===== src/rtl/addsub_pkg.sv =====
// rtl/addsub_pkg.sv - shared FSM states, op encodings and step-count helper for serial_addsub
package addsub_pkg;

  typedef enum logic [1:0] {
    IDLE = 2'd0,
    RUN  = 2'd1,
    DONE = 2'd2
  } state_t;

  localparam logic OP_ADD = 1'b0;
  localparam logic OP_SUB = 1'b1;

  function automatic int steps_of(input int width, input int digit);
    return width / digit;
  endfunction

endpackage


===== src/rtl/addsub_digit.sv =====
// rtl/addsub_digit.sv - combinational DIGIT-wide add slice with carry out and carry into slice MSB
module addsub_digit #(
  parameter int DIGIT = 4
) (
  input  logic [DIGIT-1:0] a,
  input  logic [DIGIT-1:0] b,
  input  logic             cin,
  output logic [DIGIT-1:0] s,
  output logic             cout,
  output logic             cmsb
);

  logic [DIGIT:0] full;

  assign full = {1'b0, a} + {1'b0, b} + {{DIGIT{1'b0}}, cin};
  assign s    = full[DIGIT-1:0];
  assign cout = full[DIGIT];
  // carry entering the top bit falls out of the top bit's sum equation
  assign cmsb = a[DIGIT-1] ^ b[DIGIT-1] ^ full[DIGIT-1];

endmodule


===== src/rtl/serial_addsub.sv =====
// rtl/serial_addsub.sv - digit-serial add/sub with valid/ready and flags; SERIAL_ADDSUB_SAT_EN enables saturation
module serial_addsub
  import addsub_pkg::*;
#(
  parameter int WIDTH = 16,
  parameter int DIGIT = 4
) (
  input  logic             clk,
  input  logic             rst,
  input  logic             in_valid,
  output logic             in_ready,
  input  logic [WIDTH-1:0] a,
  input  logic [WIDTH-1:0] b,
  input  logic             sub,
  output logic             out_valid,
  input  logic             out_ready,
  output logic [WIDTH-1:0] sum,
  output logic             cout,
  output logic             ovf,
  output logic             zero
);

  localparam int STEPS = steps_of(WIDTH, DIGIT);
  localparam int CW    = (STEPS > 1) ? $clog2(STEPS) : 1;
  localparam logic [CW-1:0] LAST = CW'(STEPS - 1);

  state_t           state, next_state;
  logic [CW-1:0]    cnt;
  logic [WIDTH-1:0] a_r, b_r, sum_r;
  logic             carry, cout_r, ovf_r, zero_r;
  logic [DIGIT-1:0] a_sl, b_sl, d_sum;
  logic             d_cout, d_cmsb;
  logic [WIDTH-1:0] sum_fin, sum_res;
  logic             last, ovf_fin;

  always_comb begin
    a_sl = '0;
    b_sl = '0;
    for (int i = 0; i < STEPS; i++) begin
      if (cnt == CW'(i)) begin
        a_sl = a_r[i*DIGIT +: DIGIT];
        b_sl = b_r[i*DIGIT +: DIGIT];
      end
    end
  end

  addsub_digit #(.DIGIT(DIGIT)) u_digit (
    .a    (a_sl),
    .b    (b_sl),
    .cin  (carry),
    .s    (d_sum),
    .cout (d_cout),
    .cmsb (d_cmsb)
  );

  always_comb begin
    sum_fin = sum_r;
    for (int i = 0; i < STEPS; i++) begin
      if (cnt == CW'(i)) sum_fin[i*DIGIT +: DIGIT] = d_sum;
    end
  end

  assign last    = (cnt == LAST);
  assign ovf_fin = d_cmsb ^ d_cout;

`ifdef SERIAL_ADDSUB_SAT_EN
  // clamp toward the sign of the latched a operand
  always_comb begin
    sum_res = sum_fin;
    if (ovf_fin) sum_res = a_r[WIDTH-1] ? {1'b1, {(WIDTH-1){1'b0}}} : {1'b0, {(WIDTH-1){1'b1}}};
  end
`else
  assign sum_res = sum_fin;
`endif

  always_ff @(posedge clk or posedge rst) begin
    if (rst) state <= IDLE;
    else     state <= next_state;
  end

  always_comb begin
    next_state = state;
    case (state)
      IDLE:    if (in_valid && in_ready) next_state = RUN;
      RUN:     if (last) next_state = DONE;
      DONE:    if (out_ready) next_state = IDLE;
      default: next_state = IDLE;
    endcase
  end

  always_ff @(posedge clk or posedge rst) begin
    if (rst) begin
      a_r    <= '0;
      b_r    <= '0;
      sum_r  <= '0;
      cnt    <= '0;
      carry  <= 1'b0;
      cout_r <= 1'b0;
      ovf_r  <= 1'b0;
      zero_r <= 1'b0;
    end else begin
      case (state)
        IDLE: begin
          if (in_valid) begin
            a_r   <= a;
            b_r   <= b ^ {WIDTH{sub}};
            carry <= (sub == OP_SUB);
            cnt   <= '0;
          end
        end
        RUN: begin
          carry <= d_cout;
          cnt   <= cnt + 1'b1;
          if (last) begin
            sum_r  <= sum_res;
            cout_r <= d_cout;
            ovf_r  <= ovf_fin;
            zero_r <= (sum_res == '0);
          end else begin
            sum_r  <= sum_fin;
          end
        end
        default: ;
      endcase
    end
  end

  assign in_ready  = (state == IDLE) && !rst;
  assign out_valid = (state == DONE);
  assign sum       = sum_r;
  assign cout      = cout_r;
  assign ovf       = ovf_r;
  assign zero      = zero_r;

endmodule


===== config.mk =====
export PLATFORM = sky130hd
export DESIGN_NAME = serial_addsub
export DESIGN_NICKNAME = d
export VERILOG_FILES = /design/src/rtl/addsub_pkg.sv /design/src/rtl/addsub_digit.sv /design/src/rtl/serial_addsub.sv
export SDC_FILE = /design/constraint.sdc
export NUM_CORES = 1
export LEC_CHECK = 0
export BUFFER_PORTS_ARGS = -buffer_cell sky130_fd_sc_hd__buf_2
export CORE_AREA = 2 2 70 99
export CTS_CLUSTER_SIZE = 20
export DETAILED_ROUTE_END_ITERATION = 10
export DIE_AREA = 0 0 72 101
export MAX_ROUTING_LAYER = met4
export PLACE_DENSITY = 0.66
export RECOVER_POWER = 100
export SLEW_MARGIN = 10
export SYNTH_ARGS = -nofsm -noshare
export SYNTH_HDL_FRONTEND = slang
export SYNTH_HIERARCHICAL = 1
export SYNTH_SLANG_ARGS = --single-unit

===== constraint.sdc =====
create_clock -name clk -period 7.01 [get_ports clk]
set_clock_uncertainty 0.15 [all_clocks]
set_input_delay 0.3505 -clock clk [delete_from_list [all_inputs] [get_ports clk]]
set_output_delay 0.3505 -clock clk [all_outputs]
set_load 0.01 [all_outputs]

# Yosys cells after proc, flatten, opt, wreduce, memory -nomap -nowiden
# Cells that the tools add are included.
# word_totals
reg_bits,56
input_bits,37
elab_cells,56
# op_classes
addsub,3
eq_ne,9
mux,20
n_bitwise,4
reduce_logical,11
# ops
op,n
4-bit two-way mux,12
16-bit zero test,1
16-bit bitwise XOR,1
2-bit two-way mux,4
"2-bit equality test, second input constant",3
"2-bit != test, second input constant",3
2-bit case mux with 3 select lines,1
2-bit AND reduction,3
4-bit by 4-bit adder with 5-bit output,1
5-bit by 1-bit adder with 5-bit output,1
"2-bit by 1-bit equality test with 1-bit output, second input constant",2
2-bit zero test,2
2-bit case mux with 2 select lines,1
3-bit AND reduction,1
1-bit bitwise XOR,3
"2-bit by 1-bit adder with 2-bit output, second input constant",1
1-bit logical AND,2
"2-bit by 1-bit != test with 1-bit output, second input constant",1
1-bit case mux with 2 select lines,1
2-bit nonzero test,1
1-bit zero test,1
1-bit two-way mux,1

# Longest topological paths before layout
# depth
word_depth,9
ltp_mapped,15

# Cells and area by module
# Netlist, hierarchy kept.
# by_module_without_submodules
module,n_inst,cells_each,area_each_um2,seq_area_each_um2
serial_addsub,1,236,2651.3,1401.3
addsub_digit,1,17,143.9,0.0

# Worst setup path before layout
# No wires, ideal clock.
# synth_path
path_type,register to register
from,register cnt[0]
to,register zero_r (netlist: zero)
arrival_ns,3.511
setup_slack_ns,3.273
stages_incl_launch_ff,14
path_buffers,2
period_less_slack_ns,3.737
path_cell_list,dfrtp_1 inv_1 ha_1 clkbuf_1 clkbuf_1 a221oi_1 o31ai_1 fa_1 inv_1 fa_1 xnor2_1 or4_1 or4_1 o21ai_1
# synth_between
elab_chain_len,9
word_cells_on_any_way,20
# synth_lines
item,line_no,text
start: declaration,serial_addsub.sv:28,logic [CW-1:0] cnt;
start signal: assignment,serial_addsub.sv:113,cnt <= cnt + 1'b1;
2-bit zero test,serial_addsub.sv:40,if (cnt == CW'(i)) begin
4-bit two-way mux (3 in a row),serial_addsub.sv:40,
4-bit two-way mux (*),serial_addsub.sv:40,
named net b_sl[0],serial_addsub.sv:31,"logic [DIGIT-1:0] a_sl, b_sl, d_sum;"
4-bit by 4-bit adder with 5-bit output (*),addsub_digit.sv:15,"assign full = {1'b0, a} + {1'b0, b} + {{DIGIT{1'b0}}, cin};"
5-bit by 1-bit adder with 5-bit output (*),addsub_digit.sv:15,
named net d_sum[2],serial_addsub.sv:31,
4-bit two-way mux,serial_addsub.sv:59,if (cnt == CW'(i)) sum_fin[i*DIGIT +: DIGIT] = d_sum;
16-bit zero test (*),serial_addsub.sv:118,zero_r <= (sum_res == '0);
end signal: assignment,serial_addsub.sv:118,
end: declaration,serial_addsub.sv:30,"logic carry, cout_r, ovf_r, zero_r;"
# Mark *: on every way through the listed nets, which the timed path passes. The rest lies on a longest branch.
# A chain may end at the register's enable or synchronous reset.

# Final worst setup path
# layout_path
from,register cnt[1]
to,register zero_r (netlist: zero)
# The elaborated chain is that of the path after synthesis.

==> impl_results.md <==
* Status: complete, but fails checks
* Failing checks: max-capacitance violations, max-slew violations
* Clk pwr share at between 10% and 20%
* Hold-fix buffers, CTS at 0
* Wire per inst at between 10 and 15 µm
* Chip height at 101 µm
* CTS tree: built
* Max-cap violations at 2
* Root Driver: clkbuf_8
* Number of global-route vias before repair at 1,987
* Post-CTS Setup Bufs at 0
* Pwr Density at around 530 nW/µm²
* RSZ-0062 raised after global routing: false
* Post-synth top flop: dfrtp_1
* Most frequent cells in the layout: dfrtp_1 (56), buf_2 (35), mux2_2 (34), a21oi_1 (25), clkbuf_1 (24)
* Synth Area per Inst at approximately 11 µm²
* Sw Ratio at 43.14%
* All-Layer GR Usage at 17.07%
* Worst-path clk slew at 0.11 ns
* Final setup violating endpoints at 0
* Pre-Repair DR Iteration Count at 4
* Synth cell types at 34
* Final worst slack at between 3 and 4 ns
* Worst vdd ir at around 0.00023 V
* Avg Vias per Cell at 5.297
* DRC Markers at 0
* Post-synth EDFFs at 0
* Port-buffer cells at 57
* HPWL Detailed at between 4 and 5 mm
* Pre-CTS setup slack at 3.138 ns
* Die width at between 70 and 80 µm
* Initial DRC count at between 100 and 150
* Critical path capture point type: flop
* Async S/R FF share, synth at 100.0%
* Fin Hold WS at 0.06666 ns
* Switching power at approximately 730 µW
* Combinational Power Share at between 50% and 60%
* CP Class: reg -> reg
* CTS Sinks at between 50 and 60
* Final WL at between 5 and 6 mm
* Yosys reg bits at 56
* FP Rows at 35
* Arrival time worst endpoint at 4.00 ns
* Clock Latency Late Sink at about 0.31 ns
* CTS max path bufs at 2
* Cts bufs inserted at 5
* Crit path max fanout at 15
* Gate Count Post-Synth at between 200 and 300
* Core area at between 6000 and 7000 µm²
* Resize count post-CTS at 0
* Static leakage at between 1 and 1.5 nW
* Vias at between 2,000 and 2,500
* First-pass GRT wire length at roughly 9.3 mm
* Leading cell type in the layout, fill and taps excluded: dfrtp_1
* Area Overhead vs Synth at 13.70%
* Syn_nets at 300
* Initial Utilization at 43.42%
* Final min period at approximately 4 ns
* Post-route ant nets at 0
* Setup tns final at 0 ns
* Fin. Hold Viols at 0
* Mapped Area at 2795 µm²
* Initial antenna violation count at 0
* H-Tree Level Count at 2
* Max Freq at around 0.26 GHz
* Slew Viols, Final at between 100 and 150
* Hold WC Path Type: in -> reg
* Die footprint at between 7000 and 8000 µm²
* Pint at about 970 µW
* Reg power frac at between 30% and 40%
* Pin count of the biggest net entering global routing at between 50 and 60
* # IOs at 58
* Grt total ovfl at 0
* Crit share post-route at around 56%
* RePlAce Congestion at 0.7693
* Post-synthesis sequential area ratio at about 50%
* Post-layout util at between 40% and 50%
* # diodes at 0
* Ys Warns at 6
* Slew headroom at -94.20%
* CP required at 7.10 ns
* Worst setup SP type: flop
* Fraction of layout cells with a size suffix above 1 at around a quarter
* Nets at approximately 350
* Slew @ Worst Pin at between 2 and 3 ns
critical path: stages (launching register included):
cell,delay (ns)
dfrtp_1,0.39
inv_1,0.10
ha_1,0.36
nor2b_1,0.31
a221oi_1,0.12
o31ai_1,0.32
fa_1,0.25
inv_1,0.06
fa_1,0.40
xnor2_1,0.22
or4_1,0.53
or4_1,0.49
o21ai_0,0.14
power groups by stage:
stage                     registers, mW  clock network, mW  logic, mW
after floorplan                   0.588                  0      0.698
after global placement            0.595                  0      0.932
after detailed placement          0.600                  0      0.952
after CTS                         0.593              0.186      0.956
after global routing              0.615              0.197       1.05
final                             0.590              0.180      0.930
path summary, 6_finish.rpt:
kind,from,to,slack [ns],cells past startpoint
setup reg to reg,cnt[1]$_DFFE_PP0P_,zero$_DFFE_PP0P_,3.10,12
max in group asynchronous,rst,b_r[15]$_DFFE_PP0P_,4.10,3
hold reg to reg,zero$_DFFE_PP0P_,zero$_DFFE_PP0P_,0.36,2
hold / removal,out_ready,state[1]$_DFFE_PP0P_,0.07,2
min in group asynchronous,rst,state[1]$_DFFE_PP0P_,0.98,3
setup / recovery,cnt[1]$_DFFE_PP0P_,zero$_DFFE_PP0P_,3.10,12
metrics by stage:
stage / power, mW / area, µm² / std cells
5_1_grt: 1.860 / 3178 / 381
3_3_place_gp: 1.527 / 3129 / 373
4_1_cts: 1.734 / 3221 / 381
2_1_floorplan: 1.287 / 2795 / 253
3_5_place_dp: 1.552 / 3129 / 373
6_report: 1.700 / 3178 / 381
kinds of logic (layout without fill, tap and decap cells):
group	Yosys count	in the layout	synth area share [%]
simple gates	63	63	11.41
buf+inv	22	76	3.536
compound gates	49	49	10.25
mux	34	34	13.70
xor+xnor	19	19	5.953
fa+ha+maj	10	10	5.014
flops	56	56	50.13
state kept, by name (all words and copies together), names as in the netlist:
register / count
ovf: 1
carry: 1
zero: 1
state: 2
b_r: 16
a_r: 16
cout: 1
sum: 16
cnt: 2
routing by layer:
metal	part of all wire, %	vias up	global-route usage, %
met5	0	-	-
met4	1.8	0	6.096
met3	3.7	7	3.100
met2	54	56	29.27
met1	41	977	19.90
li1	-	978	-
final cells by class:
type / instances / area, µm²
Clock buffer: 5 / 68.82
Inverter: 9 / 33.78
Clock inverter: 3 / 22.52
Sequential cell: 56 / 1401
Multi-Input combinational cell: 175 / 1294
Tap cell: 74 / 92.59
Fill cell: 636 / 3259
Timing Repair Buffer: 59 / 265.3
synth_stat cells (2+ instances only):
master    count  area [µm²]
dfrtp_1      56        1401
mux2_2       34       382.9
a21oi_1      25       125.1
nand2_1      19       71.32
nor2_1       18       67.56
xnor2_1      18       157.7
o21ai_0      10       50.05
inv_1         9       33.78
ha_1          8       100.1
nor2b_1       7       43.79
clkbuf_1      5       18.77
o31ai_1       5       37.54
a221oi_1      4       35.03
buf_2         4       20.02
nand3b_1      4       30.03
buf_4         3       22.52
nand2b_1      3       18.77
fa_1          2       40.04
nor3_1        2       10.01
nor3b_1       2       15.01
or4_1         2       15.01
Note: power is estimated with default switching activity, not from simulation.
